$ cat src/rtl/bsg_nonsynth_dpi_rr_arbiter.sv
`default_nettype none
// ============================================================================
// Module   : bsg_nonsynth_dpi_rr_arbiter
// Purpose  : Round-robin packet arbiter sharing one downstream DPI host
//            channel among els_p requesters. The grant is held for every beat
//            of a multi-beat packet, and completed packets are counted with a
//            saturating counter.
// Revision : 1.0  initial release
// ============================================================================
module bsg_nonsynth_dpi_rr_arbiter #(
    parameter int els_p         = 4,
    parameter int data_width_p  = 32,
    parameter int count_width_p = 32,
    localparam int TAG_W        = (els_p > 1) ? $clog2(els_p) : 1
) (
    input  logic                          clk_i,
    input  logic                          reset_i,
    input  logic [els_p-1:0]              v_i,
    input  logic [els_p*data_width_p-1:0] data_i,
    input  logic [els_p-1:0]              last_i,
    output logic [els_p-1:0]              yumi_o,
    output logic                          v_o,
    output logic [data_width_p-1:0]       data_o,
    output logic                          last_o,
    output logic [TAG_W-1:0]              tag_o,
    input  logic                          ready_i,
    output logic [count_width_p-1:0]      pkt_count_o
);

    localparam logic [0:0] ST_IDLE   = 1'b0;
    localparam logic [0:0] ST_LOCKED = 1'b1;

    logic [0:0]               state_q, state_d;
    logic [TAG_W-1:0]         ptr_q, ptr_d;
    logic [TAG_W-1:0]         owner_q, owner_d;
    logic [count_width_p-1:0] pkt_count_q, pkt_count_d;

    logic [els_p-1:0]         w_rot;
    logic [TAG_W-1:0]         w_off;
    logic [TAG_W:0]           w_sum;
    logic [TAG_W-1:0]         w_sel_idx;
    logic [TAG_W-1:0]         w_gnt_idx;
    logic [TAG_W-1:0]         w_gnt_inc;
    logic [els_p-1:0]         w_g;
    logic                     w_gnt_v;
    logic                     w_gnt_last;
    logic [data_width_p-1:0]  w_gnt_data;
    logic                     w_out_v;
    logic                     w_hs;

    // Round-robin pick: rotate so ptr_q sits at bit 0, take the lowest set
    // bit, then rotate the offset back into an absolute requester index.
    always_comb begin
        w_rot = els_p'({v_i, v_i} >> ptr_q);
        w_off = '0;
        for (int k = els_p - 1; k >= 0; k--) begin
            if (w_rot[k]) begin
                w_off = TAG_W'(k);
            end
        end
        w_sum = {1'b0, ptr_q} + {1'b0, w_off};
        if (w_sum >= (TAG_W+1)'(els_p)) begin
            w_sum = w_sum - (TAG_W+1)'(els_p);
        end
        w_sel_idx = w_sum[TAG_W-1:0];
    end

    // Grant mux: the owner wins while locked, otherwise the round-robin pick.
    // Nothing here looks at ready_i, so valid/data/tag never loop back.
    always_comb begin
        w_gnt_idx  = (state_q == ST_LOCKED) ? owner_q : w_sel_idx;
        w_gnt_v    = 1'b0;
        w_gnt_last = 1'b0;
        w_gnt_data = '0;
        w_g        = '0;
        for (int k = 0; k < els_p; k++) begin
            if (w_gnt_idx == TAG_W'(k)) begin
                w_gnt_v    = v_i[k];
                w_gnt_last = last_i[k];
                w_gnt_data = data_i[k*data_width_p +: data_width_p];
                w_g[k]     = (state_q == ST_LOCKED) | (|v_i);
            end
        end
    end

    // Pointer advance target, wrapping at els_p (constant 0 when els_p == 1).
    assign w_gnt_inc = (w_gnt_idx == TAG_W'(els_p - 1)) ? '0 : w_gnt_idx + TAG_W'(1);

    assign w_out_v = ~reset_i & w_gnt_v;
    assign w_hs    = w_out_v & ready_i;

    // State register: packet lock, pointer, owner and completed-packet count.
    always_ff @(posedge clk_i) begin
        if (reset_i) begin
            state_q     <= ST_IDLE;
            ptr_q       <= '0;
            owner_q     <= '0;
            pkt_count_q <= '0;
        end else begin
            state_q     <= state_d;
            ptr_q       <= ptr_d;
            owner_q     <= owner_d;
            pkt_count_q <= pkt_count_d;
        end
    end

    // Next state: lock on a non-final beat, release and rotate on a last beat.
    always_comb begin
        state_d     = state_q;
        ptr_d       = ptr_q;
        owner_d     = owner_q;
        pkt_count_d = pkt_count_q;
        if (w_hs) begin
            if (w_gnt_last) begin
                state_d = ST_IDLE;
                ptr_d   = w_gnt_inc;
                if (~&pkt_count_q) begin
                    pkt_count_d = pkt_count_q + count_width_p'(1);
                end
            end else if (state_q == ST_IDLE) begin
                state_d = ST_LOCKED;
                owner_d = w_gnt_idx;
            end
        end
    end

    // Outputs: quiet during reset so a half-reset state never leaks out.
    always_comb begin
        v_o         = w_out_v;
        data_o      = w_gnt_data;
        last_o      = w_gnt_last;
        tag_o       = reset_i ? '0 : w_gnt_idx;
        yumi_o      = w_hs ? w_g : '0;
        pkt_count_o = reset_i ? '0 : pkt_count_q;
    end

    // Grant sanity: at most one requester consumed or granted per cycle.
    always @(posedge clk_i) begin
        if (!reset_i) begin
            assert ($onehot0(yumi_o));
            assert ($onehot0(w_g));
        end
    end

endmodule
`default_nettype wire
$ cat config.mk
export PLATFORM = sky130hd
export DESIGN_NAME = bsg_nonsynth_dpi_rr_arbiter
export DESIGN_NICKNAME = d
export VERILOG_FILES = /design/src/rtl/bsg_nonsynth_dpi_rr_arbiter.sv
export SDC_FILE = /design/constraint.sdc
export NUM_CORES = 1
export LEC_CHECK = 0
export BUFFER_PORTS_ARGS = -buffer_cell sky130_fd_sc_hd__buf_2
export CAP_MARGIN = 10
export CORE_MARGIN = 1.5
export CORE_UTILIZATION = 40
export DETAILED_ROUTE_END_ITERATION = 10
export PLACE_DENSITY_LB_ADDON = 0.05
export SYNTH_ARGS = -nofsm -noshare
export SYNTH_HDL_FRONTEND = slang
export SYNTH_SLANG_ARGS = --single-unit
$ cat constraint.sdc
create_clock -name clk_i -period 5.7 [get_ports clk_i]
set_clock_uncertainty 0.2 [all_clocks]
set_input_delay 1.425 -clock clk_i [delete_from_list [all_inputs] [get_ports clk_i]]
set_output_delay 1.425 -clock clk_i [all_outputs]
set_load 0.01 [all_outputs]
==> metrics.csv, run 1 <==
stage,metric,value,unit
run_status,outcome,finished with violations,
run_status,violations,negative setup slack,
route,routed_wl,12.7,mm
place,place_ws,-0.324,ns
grt,grt_start_max_net_pins,39,
yosys,synth_top_family_by_area,simple AND/OR/NAND/NOR gates,
place,gp_congestion,0.836,
yosys,ys_warn_count,0,
cells_and_area,layout-drive-gt1-share,57.0,%
cells_and_area,syn_to_final_growth,69.1,%
clock_tree,cts_max_path_buffers,2,
yosys,synthAdderAreaFrac,2.25,%
cells_and_area,nets,861,
clock_tree,cts_made_buffers,5,
clock_tree,clock-sinks,37,
die,core_area,0.00813,sq mm
grt,grt_pass1_wl,18.0,mm
route,drc,0,
yosys,netlist-cell-type-count,49,
setup_path,crit_type,in2out,
cells_and_area,diodes,0,
setup_path,end_kind,primary output,
sta,min_period,5.88,ns
run,maxCapViolCount,0,
worst_hold_path,hold_path_class,reg2reg,
place,dpl.hpwl,9.18,mm
yosys,synthMuxAreaShare,10.3,%
yosys,yosysTopAreaCell,dfxtp_1,
clock_tree,clk_pin_slew_worst_paths,0.07,ns
grt,gr-usage-all-layers,25.3,%
yosys,syn_nets,628,
setup_path,worstPathArrival,4.26,ns
power,leakage,2.56,nW
clock_tree,cts_tree,done,
die,die_w,94.4,um
yosys,syn_area,0.00334,sq mm
grt,grt_pass1_vias,3948,
yosys,ys_top_cells_by_area,"dfxtp_1, mux2_2, nor2_1",
cells_and_area,post-route-util,69.4,%
yosys,synthCells,483,
power,vdd_drop_max,0.155,mV
clock_tree,h-tree-depth,2,
die,dieArea,0.00891,sq mm
route,drt-vias-per-instance,5.54,
yosys,synth-seq-cells,37,
clock_tree,root_buffer,clkbuf_8,
power,powerDensity,376,mW/mm^2
yosys,synth-simple-area-share,36.7,%
sta,max_slew_margin,48.3,%
yosys,synth_xor_area_share,0.262,%
route,dr_total_vias,4551,
grt,antenna_found_initial,0,
yosys,avgSynthCellArea,6.91,sq um
die,fp.dieH,94.4,um
sta,tightestPinTransition,0.773,ns
yosys,yosysTopAreaCellShare,22.2,%
sta,setup_viol,36,
sta,fmaxAchievable,0.170,GHz
sta,report.final.slew_viol_count,0,
setup_path,cp-start-kind,input pin,
sta,setup_slack,-0.185,ns
setup_path,path_max_fanout,9,
sta,hold_violations,0,
route,avgRoutedWirePerCell,15.4,um
place,portBuffers,210,
yosys,yosysSeqAreaShare,22.2,%
die,num_rows,33,
route,first_iter_violations,134,
sta,fin_crit_sh,103,%
route,drt-pass1-iter-count,4,
clock_tree,clock_latency,0.30,ns
sta,rsz0062_at_grt,true,
yosys,synth_compound_area_share,22.7,%
die,start_util,41.1,%
grt,grt.overflow.total,0,
die,ios,211,
route,ant_nets,0,
setup_path,cp_data_required_time,4.07,ns
critical path: stages:
cell and delay (ns):
buf_8 0.10, buf_6 0.12, o21a_1 0.18, a211o_1 0.34, ha_4 0.18, xnor2_2 0.13, or3_4 0.35, a31o_4 0.28
ha_4 0.16, nor2b_4 0.12, buf_6 0.13, buf_16 0.15, a22oi_2 0.17, nor2_1 0.08, a21oi_2 0.13, o21ai_2 0.06
buf_2 0.14
power by group:
| part | switching (mW) | internal [mW] |
|---|---|---|
| registers | 0.0109 | 0.267 |
| clock network | 0.0945 | 0.109 |
| logic | 0.832 | 0.808 |
cell type report:
type | count | area (sq um)
Fill cell | 704 | 2490
Sequential cell | 37 | 741
Tap cell | 105 | 131
Timing Repair Buffer | 266 | 1730
Clock inverter | 1 | 5.00
Inverter | 4 | 15.0
Clock buffer | 7 | 96.3
Multi-Input combinational cell | 402 | 2920
through the flow:
| step | setup TNS [ns] | std cells | hold WS, ns | area (sq um) | total power, mW |
|---|---|---|---|---|---|
| 3_5_place_dp | -9.87 | 802 | 0.295 | 4910 | 1.56 |
| 5_1_grt | -7.04 | 822 | 0.329 | 5650 | 2.25 |
| 2_1_floorplan | 0 | 483 | 0.260 | 3530 | 1.04 |
| 4_1_cts | -1.60 | 816 | 0.304 | 5410 | 1.99 |
| 3_3_place_gp | -5.90 | 802 | 0.278 | 4910 | 1.54 |
| 6_report | -3.28 | 822 | 0.306 | 5650 | 2.12 |
logic make-up (layout without fill, tap and decap cells):
logic type | after synthesis | in the layout
xor+xnor | 1 | 1
mux | 31 | 31
fa+ha+maj | 6 | 6
buf+inv | 44 | 278
compound gates | 124 | 124
flops | 37 | 37
simple gates | 240 | 240
synth_stat cells, drive strengths merged:
cell type / instances
mux2i: 3
a211o: 1
buf: 11
a31oi: 2
a22oi: 31
a211oi: 2
nor4: 12
a21oi: 34
and2: 3
a311oi: 2
and3: 5
o31ai: 2
a221oi: 2
o32ai: 1
nor2: 77
nor3b: 3
ha: 6
mux2: 28
nand4: 8
nor3: 18
o21ai: 42
nand3b: 4
xnor2: 1
or4: 3
dfxtp: 37
or3: 3
inv: 4
o2111ai: 2
a221o: 1
nand2: 47
nor4b: 3
and4: 3
a31o: 1
nand3: 14
o21a: 1
nor2b: 34
or4b: 1
clkbuf: 29
or2: 2
layout by cell type, fill, tap and decap left out, types with 3 or more instances in the layout:
master     netlist  routed
o21ai_0         41       9
nor4_1          11      10
nand4_1          7       7
buf_6            2      10
and4_1           3       3
nand2_1         47      47
buf_8            0       4
buf_4            0      33
mux2_2          27      27
nor3_1          17      17
and3_1           5       5
a21oi_2          0      20
clkbuf_8         0       7
mux2i_1          3       3
dfxtp_1         37      37
a21oi_1         34      14
and2_1           3       3
clkbuf_16        0       3
nand3_1         14      14
ha_4             0       5
nor2_1          77      73
buf_2            6     206
a22oi_2          0      29
buf_12           0       9
nand3b_1         4       4
o21ai_2          0      31
nor2b_1         34      31
inv_1            4       4
worst paths after layout:
| kind | endpoint | cells after the start | from | slack, ns |
|---|---|---|---|---|
| hold / removal | owner_q[1] | 2 | owner_q[1] | 0.31 |
| setup / recovery | data_o[18] | 17 | v_i[0] | -0.18 |
| hold reg to reg | owner_q[1] | 2 | owner_q[1] | 0.31 |
| setup reg to reg | pkt_count_q[11] | 18 | ptr_q[0] | 1.13 |
flip-flops by register name, summed over array words and instances, names as in the netlist:
register,count
owner_q,2
pkt_count_q,32
ptr_q,2
state_q,1
routing by layer:
metal | global-route usage [%] | wire, um
met5 | 0 | 0
met4 | 10.3 | 417
met3 | 3.86 | 822
met2 | 46.5 | 6530
met1 | 28.9 | 4890
timing repair:
item | in CTS | in global routing
gates cloned | 2 | 3
hold buffers | 0 | 0
pin swaps | 14 | 15
gates resized for setup | 71 | 34
setup endpoints to repair | 38 | 38
buffers inserted | 5 | 3
No activity file was read; power rests on OpenSTA's default activity.
==> inputs of run 2 (changes only) <==
Settings changed: ABC_AREA set to 1, CORE_UTILIZATION 40 to 42.
==> run 2 against run 1 <==
Largest power group unchanged. Synthesized area is 16% higher. Hold slack worse by 0.0087 ns. Synthesized cell count is 49% higher. The run now ends clean. Setup slack better by 0.37 ns. Highest routed layer unchanged. Critical path depth is 2 higher. Final cell count is 25% higher. Critical endpoint is now data_o[25]. Largest cell class unchanged. Combinational power is 25% lower. Sequential share of layout area is 1.1 points higher.
==> metrics.csv, run 2 <==
stage,metric,value,unit,change
die,ios,211,,unchanged
cells_and_area,fillers,937,,+33%
cells_and_area,layout_common_cells,"nand2_1, buf_2, nor2_1",,
yosys,yosysSeqAreaShare,19.1,%,-3.1 points
clock_tree,cts_max_path_buffers,2,,unchanged
die,dieArea,0.00984,sq mm,+10%
yosys,ys_warn_count,0,,unchanged
die,num_rows,34,,+3.0%
grt,grt.overflow.total,0,,unchanged
setup_path,r2r-end,pkt_count_q[10],,
grt,grt_start_max_net_pins,66,,+69%
run_status,outcome,"finished, final reports clean",,
place,portBuffers,210,,unchanged
grt,grt_pass1_wl,21.1,mm,+18%
route,first_iter_violations,293,,+120%
yosys,synthTopCellsByCount,"nand2_1, nor2_1, o21ai_0",,
setup_path,timing.critical_path.to,data_o[25],,
sta,fin_crit_sh,96.7,%,-6.5 points
setup_path,cp_num_cells,19,,+2
route,drt-pass1-iter-count,5,,+1
cells_and_area,largest_register_ffs,32,,unchanged
power,leakage,2.45,nW,-4.2%
die,fp.dieH,99.2,um,+5.1%
die,core_area,0.00885,sq mm,+8.8%
sta,report.final.slew_viol_count,0,,unchanged
sta,rsz0062_at_grt,true,,
route,drt-vias-per-instance,4.98,,-10%
place,dpl.cell_count,1014,,+26%
sta,tightestPinTransition,0.447,ns,-0.326 ns
route,routed_wl,13.6,mm,+7.3%
setup_path,crit_type,in2out,,
yosys,yosysMostFrequentCell,nand2_1,,
cells_and_area,fin_cells,1028,,+25%
clock_tree,root_buffer,clkbuf_8,,
setup_path,cp-startpoint,v_i[3],,
place,gp_congestion,0.979,,+17%
setup_path,path_delay_family,simple AND/OR/NAND/NOR gates,,
cells_and_area,largestRegisters,"pkt_count_q: 32 flops, owner_q: 2 flops, ptr_q: 2 flops",,
grt,gr-usage-all-layers,26.0,%,+0.74 points
route,dr_total_vias,5121,,+13%
grt,grt_pass1_vias,4591,,+16%
yosys,synth-seq-cells,37,,unchanged
setup_path,crit_chain,"buf_2, nand2_1, nand3_1, nand2_1, nand3_1, a21boi_2, ha_2, xor2_2, nand3b_1, nand3_1, nand2_2, inv_1, ha_1, buf_6, a21oi_1, nand2_1, o21ai_0, o21ai_0, buf_2",,
clock_tree,clock-sinks,37,,unchanged
clock_tree,clock_latency,0.29,ns,about the same
cells_and_area,diodes,0,,unchanged
route,drc,0,,unchanged
setup_path,reg2reg_slack,2.00,ns,+0.87 ns
setup_path,cp_data_required_time,4.07,ns,about the same
clock_tree,cts_tree,done,,
power,p_clk_share,12.3,%,+2.7 points
sta,hold_violations,0,,unchanged
cells_and_area,layout_commonest_cell,nand2_1,,
power,power_frac_seq,16.0,%,+2.9 points
yosys,syn_nets,866,,+38%
die,start_util,43.9,%,+2.9 points
power,power.share.combinational,71.7,%,-5.6 points
setup_path,worstRegToRegCells,22,,+4
yosys,async_flop_share,0,%,unchanged
route,avgRoutedWirePerCell,13.2,um,-14%
setup_path,cpMaxStageDelayCell,buf_6,,
yosys,netlist-cell-type-count,30,,-39%
yosys,synth_ff_type,dfxtp_1,,
run,maxCapViolCount,0,,unchanged
yosys,avgSynthCellArea,5.39,sq um,-22%
clock_tree,cts_made_buffers,5,,unchanged
sta,setup_viol,0,,-100%
die,die_w,99.2,um,+5.1%
worst_hold_path,hold_path_class,reg2reg,,
power,powerDensity,327,mW/mm^2,-13%
yosys,syn_area,0.00388,sq mm,+16%
cells_and_area,post-route-util,59.0,%,-10 points
clock_tree,h-tree-depth,2,,unchanged
cells_and_area,layout-drive-gt1-share,31.2,%,-26 points
place,dpl.hpwl,10.5,mm,+15%
yosys,synthCells,721,,+49%
cells_and_area,syn_to_final_growth,34.5,%,
place,place_ws,0.126,ns,+0.449 ns
setup_path,path_max_fanout,32,,+23
power,p_sw_share,48.6,%,+4.4 points
grt,antenna_found_initial,0,,unchanged
setup_path,cp-start-kind,input pin,,
sta,fmaxAchievable,0.181,GHz,+6.8%
cells_and_area,top_register,pkt_count_q,,
route,ant_nets,0,,unchanged
yosys,yosysTopAreaCell,nand2_1,,
setup_path,crit_buf_inv,4,,-1
clock_tree,clk_pin_slew_worst_paths,0.08,ns,about the same
setup_path,worstReg2RegStart,ptr_q[0],,
yosys,ys_top_cells_by_area,"nand2_1, dfxtp_1, nor2_1",,
setup_path,critPathMaxStageDelay,0.28,ns,-0.07 ns
sta,min_period,5.51,ns,-0.372 ns
power,vdd_drop_max,0.223,mV,+44%
yosys,yosysTopAreaCellShare,26.6,%,+4.4 points
yosys,synth_enable_flop_cells,0,,unchanged
power,switchingPower,0.831,mW,-11%
power,internal_power,0.879,mW,-26%
setup_path,worstPathArrival,3.89,ns,-0.37 ns
sta,max_slew_margin,70.2,%,+22 points
cells_and_area,nets,1064,,+24%
sta,setup_slack,0.187,ns,+0.372 ns
setup_path,end_kind,primary output,,
## run 2: cell families after synthesis
group	count (synthesis)	share of synthesized area [%]
AOI/OAI and AO/OA	136	18.8
xor gates and xnor gates	16	3.61
adders and majority gates	6	1.93
buffers and inverters	89	10.3
DFF	37	19.1
and+or+nand+nor	437	46.3
## run 2: metrics by stage
step	hold WS (ns)	cell area (sq um)	total power [mW]	setup TNS, ns
final	0.298	5230	1.71	0
after global routing	0.320	5230	1.85	-0.0286
after CTS	0.295	5090	1.58	0
after detailed placement	0.279	4990	1.37	0
after global placement	0.266	4990	1.36	0
after floorplan	0.247	3880	0.985	0
## run 2: timing repair
action                     4_1_cts  5_1_grt
setup buffers                    0        3
hold buffers                     0        0
resized for setup                0       24
setup endpoints to repair        0       37
## run 2: final cells by class
type / instances / area, sq um / share of cell area [%]
Inverter: 54 / 204 / 3.90
Timing Repair Buffer: 226 / 1250 / 24.0
Clock inverter: 1 / 5.00 / 0.0958
Tap cell: 108 / 135 / 2.59
Multi-Input combinational cell: 595 / 2790 / 53.4
Clock buffer: 7 / 96.3 / 1.84
Sequential cell: 37 / 741 / 14.2
## run 2: metal layers
metal / track usage (%) / wire, um / vias up
li1: - / - / 2661
met1: 33.8 / 6180 / 2264
met2: 46.4 / 6380 / 176
met3: 3.58 / 810 / 20
met4: 4.98 / 220 / 0
met5: 0 / 0 / -
## run 2: worst min-delay path by stage
stage	startpoint	slack, ns	cells past startpoint	to
final	pkt_count_q[31]	0.30	2	pkt_count_q[31]
after detailed placement	owner_q[1]	0.28	2	owner_q[1]
after global placement	owner_q[1]	0.27	2	owner_q[1]
after CTS	owner_q[1]	0.30	2	owner_q[1]
after floorplan	owner_q[1]	0.25	2	owner_q[1]
after global routing	pkt_count_q[30]	0.32	2	pkt_count_q[30]
## run 2: worst reg2reg max path, delay by kind of cell (launching register included)
kind	cells	cell delay, ns
and+or+nand+nor	13	1.31
buffers and inverters	3	0.66
DFF	1	0.48
adders and majority gates	2	0.47
AOI/OAI and AO/OA	3	0.38
xor gates and xnor gates	1	0.14
## run 2: power by group through the flow
stage               registers (mW)  logic, mW  clock network, mW
floorplan                    0.276      0.709                  0
finish                       0.274       1.23              0.210
global route                 0.276       1.35              0.224
CTS                          0.273       1.10              0.213
global placement             0.279       1.08                  0
detailed placement           0.279       1.09                  0
==> inputs of run 3 (changes only) <==
Settings changed: CELL_PAD_IN_SITES_DETAIL_PLACEMENT set to 1, CELL_PAD_IN_SITES_GLOBAL_PLACEMENT set to 1, CORE_UTILIZATION 42 to 26.
==> run 3 against run 2 <==
Register-to-register slack got worse by 0.21 ns. Wire length increased by 29%. Power increased by 11%. Sequential power about the same. Maximum frequency decreased by 0.33%. Via count increased by 2.1%. Critical path depth increased by 1. Combinational power increased by 4%. Setup slack got worse by 0.018 ns. Hold slack got worse by 0.0025 ns.
==> metrics.csv, run 3 (synthesized netlist as in run 2, its figures left out) <==
stage,metric,value,unit,change
setup_path,worstPathArrival,3.91,ns,+0.02 ns
sta,hold_violations,0,,unchanged
place,dpl.cell_count,1091,,+7.6%
setup_path,worstRegToRegCells,24,,+9.1%
die,dieArea,0.0157,sq mm,+59%
sta,tightestPinTransition,0.490,ns,+0.0428 ns
die,die_w,125,um,+26%
die,core_area,0.0146,sq mm,+65%
die,num_rows,44,,+29%
sta,fmaxAchievable,0.181,GHz,-0.33%
grt,grt.overflow.total,0,,unchanged
route,routed_wl,17.5,mm,+29%
sta,whs,0.295,ns,-0.00245 ns
setup_path,path_max_fanout,8,,-75%
cells_and_area,largest_register_ffs,32,,unchanged
worst_hold_path,min_delay_path_depth,2,,unchanged
clock_tree,clock_latency,0.29,ns,about the same
route,drt-pass1-iter-count,4,,-1
route,ant_nets,0,,unchanged
power,leakage,2.50,nW,+1.9%
cells_and_area,top_register,pkt_count_q,,
setup_path,critPathMaxStageDelay,0.29,ns,about the same
grt,gr-usage-all-layers,21.3,%,-4.7 points
clock_tree,cts_tree,done,,
sta,report.final.slew_viol_count,0,,unchanged
route,dr_total_vias,5231,,+2.1%
worst_hold_path,min_to,owner_q[1],,
route,avgRoutedWirePerCell,15.8,um,+20%
cells_and_area,fillers,2052,,+120%
setup_path,cp-start-kind,input pin,,
clock_tree,h-tree-depth,2,,unchanged
cells_and_area,layout_commonest_cell,nand2_1,,
setup_path,crit_path_frequent_cell,o21ai_0,,
route,drc,0,,unchanged
sta,fin_crit_sh,97.0,%,+0.32 points
power,powerDensity,348,mW/mm^2,+6.3%
setup_path,worstReg2RegStart,ptr_q[0],,
run,maxCapViolCount,0,,unchanged
sta,final.setup.tns,0,ns,unchanged
run_status,outcome,"finished, final reports clean",,
power,vdd_drop_max,0.160,mV,-28%
clock_tree,hold_buffers,0,,unchanged
cells_and_area,layout-drive-gt1-share,32.2,%,+0.98 points
setup_path,cp_data_required_time,4.07,ns,about the same
clock_tree,cts_max_path_buffers,2,,unchanged
setup_path,reg2reg_slack,1.79,ns,-0.21 ns
setup_path,end_kind,primary output,,
setup_path,cp-startpoint,v_i[1],,
cells_and_area,syn_to_final_growth,40.3,%,
cells_and_area,diodes,0,,unchanged
setup_path,crit_type,in2out,,
grt,antenna_found_initial,0,,unchanged
grt,grt_start_max_net_pins,66,,unchanged
route,drt-vias-per-instance,4.74,,-4.9%
cells_and_area,fin_cells,1104,,+7.4%
grt,grt_pass1_wl,27.4,mm,+30%
cells_and_area,layout_common_cells,"nand2_1, buf_2, nor2_1",,
die,fp.dieH,125,um,+26%
die,ios,211,,unchanged
sta,min_period,5.53,ns,+0.0182 ns
setup_path,crit_chain,"buf_2, nand2_2, nand3_2, nand2_2, nand3_2, a21boi_2, ha_2, inv_1, o21ai_0, buf_4, inv_1, ha_4, inv_2, nor2_4, clkbuf_16, nand2_1, nand2_1, o21ai_0, o21ai_0, buf_2",,
place,portBuffers,210,,unchanged
clock_tree,cts_made_buffers,5,,unchanged
setup_path,cpMaxStageDelayCell,ha_2,,
die,start_util,26.6,%,-17 points
cells_and_area,largestRegisters,"pkt_count_q: 32 flops, owner_q: 2 flops, ptr_q: 2 flops",,
worst_hold_path,min_from,owner_q[1],,
clock_tree,clock-sinks,37,,unchanged
sta,setup_viol,0,,unchanged
worst_hold_path,hold_path_class,reg2reg,,
setup_path,r2r-end,pkt_count_q[25],,
clock_tree,clk_pin_slew_worst_paths,0.06,ns,-0.02 ns
cells_and_area,post-route-util,37.4,%,-22 points
clock_tree,root_buffer,clkbuf_16,,
place,gp_congestion,0.857,,-13%
grt,grt_pass1_vias,5382,,+17%
cells_and_area,nets,1064,,unchanged
place,dpl.hpwl,13.7,mm,+30%
route,first_iter_violations,146,,-50%
sta,max_slew_margin,67.3,%,-2.9 points
==> run 3: cell type report <==
class                   instances  area, sq um  area share (%)
flip-flops and latches         37          741            13.6
clock buffers                   6          139            2.55
repair buffers                226         1260            23.1
inverters                      54          204            3.74
well taps                     184          230            4.22
multi-input cells             595         2840            52.1
clock inverters                 2         37.5           0.689
==> run 3: report_power, final <==
group	leakage [nW]	internal (mW)	switching [mW]	total (mW)
Sequential	0.298	0.266	0.00896	0.275
Combinational	2.12	0.511	0.773	1.28
Clock	0.0831	0.219	0.119	0.337
==> run 3: timing repair <==
item                                    CTS  global route
pin swaps                                 0             9
endpoints found under the setup margin    2            37
gates resized for setup                   3            42
setup buffers                             0             2
gates cloned                              0             3
==> run 3: worst max-delay path by stage <==
| stage | to | slack, ns |
|---|---|---|
| detailed placement | last_o | -0.007 |
| global placement | data_o[4] | 0.10 |
| finish | data_o[20] | 0.17 |
| global route | data_o[8] | -0.01 |
| CTS | data_o[4] | 0.03 |
| floorplan | data_o[22] | 0.44 |
==> run 3: per-layer routing <==
| metal | track usage (%) | vias up | part of all wire, % |
|---|---|---|---|
| li1 | - | 2667 | - |
| met3 | 3.17 | 18 | 3.9 |
| met4 | 4.21 | 0 | 1.5 |
| met5 | 0 | - | 0 |
| met2 | 38.3 | 125 | 48 |
| met1 | 27.1 | 2421 | 46 |
==> run 3: metrics by stage <==
stage / power [mW] / area, sq um / worst slack, ns
finish: 1.90 / 5450 / 0.169
global route: 2.06 / 5450 / -0.0136
CTS: 1.78 / 5270 / 0.0259
detailed placement: 1.43 / 5080 / -0.00652
global placement: 1.40 / 5080 / 0.103
floorplan: 0.985 / 3880 / 0.440
==> run 3: worst max-delay path: cells and delay by family <==
kind	cells	cell delay, ns
buffers and inverters	7	0.91
AND/OR/NAND/NOR	7	0.65
adder cells (fa/ha/maj)	2	0.46
AO/OA/AOI/OAI	4	0.45
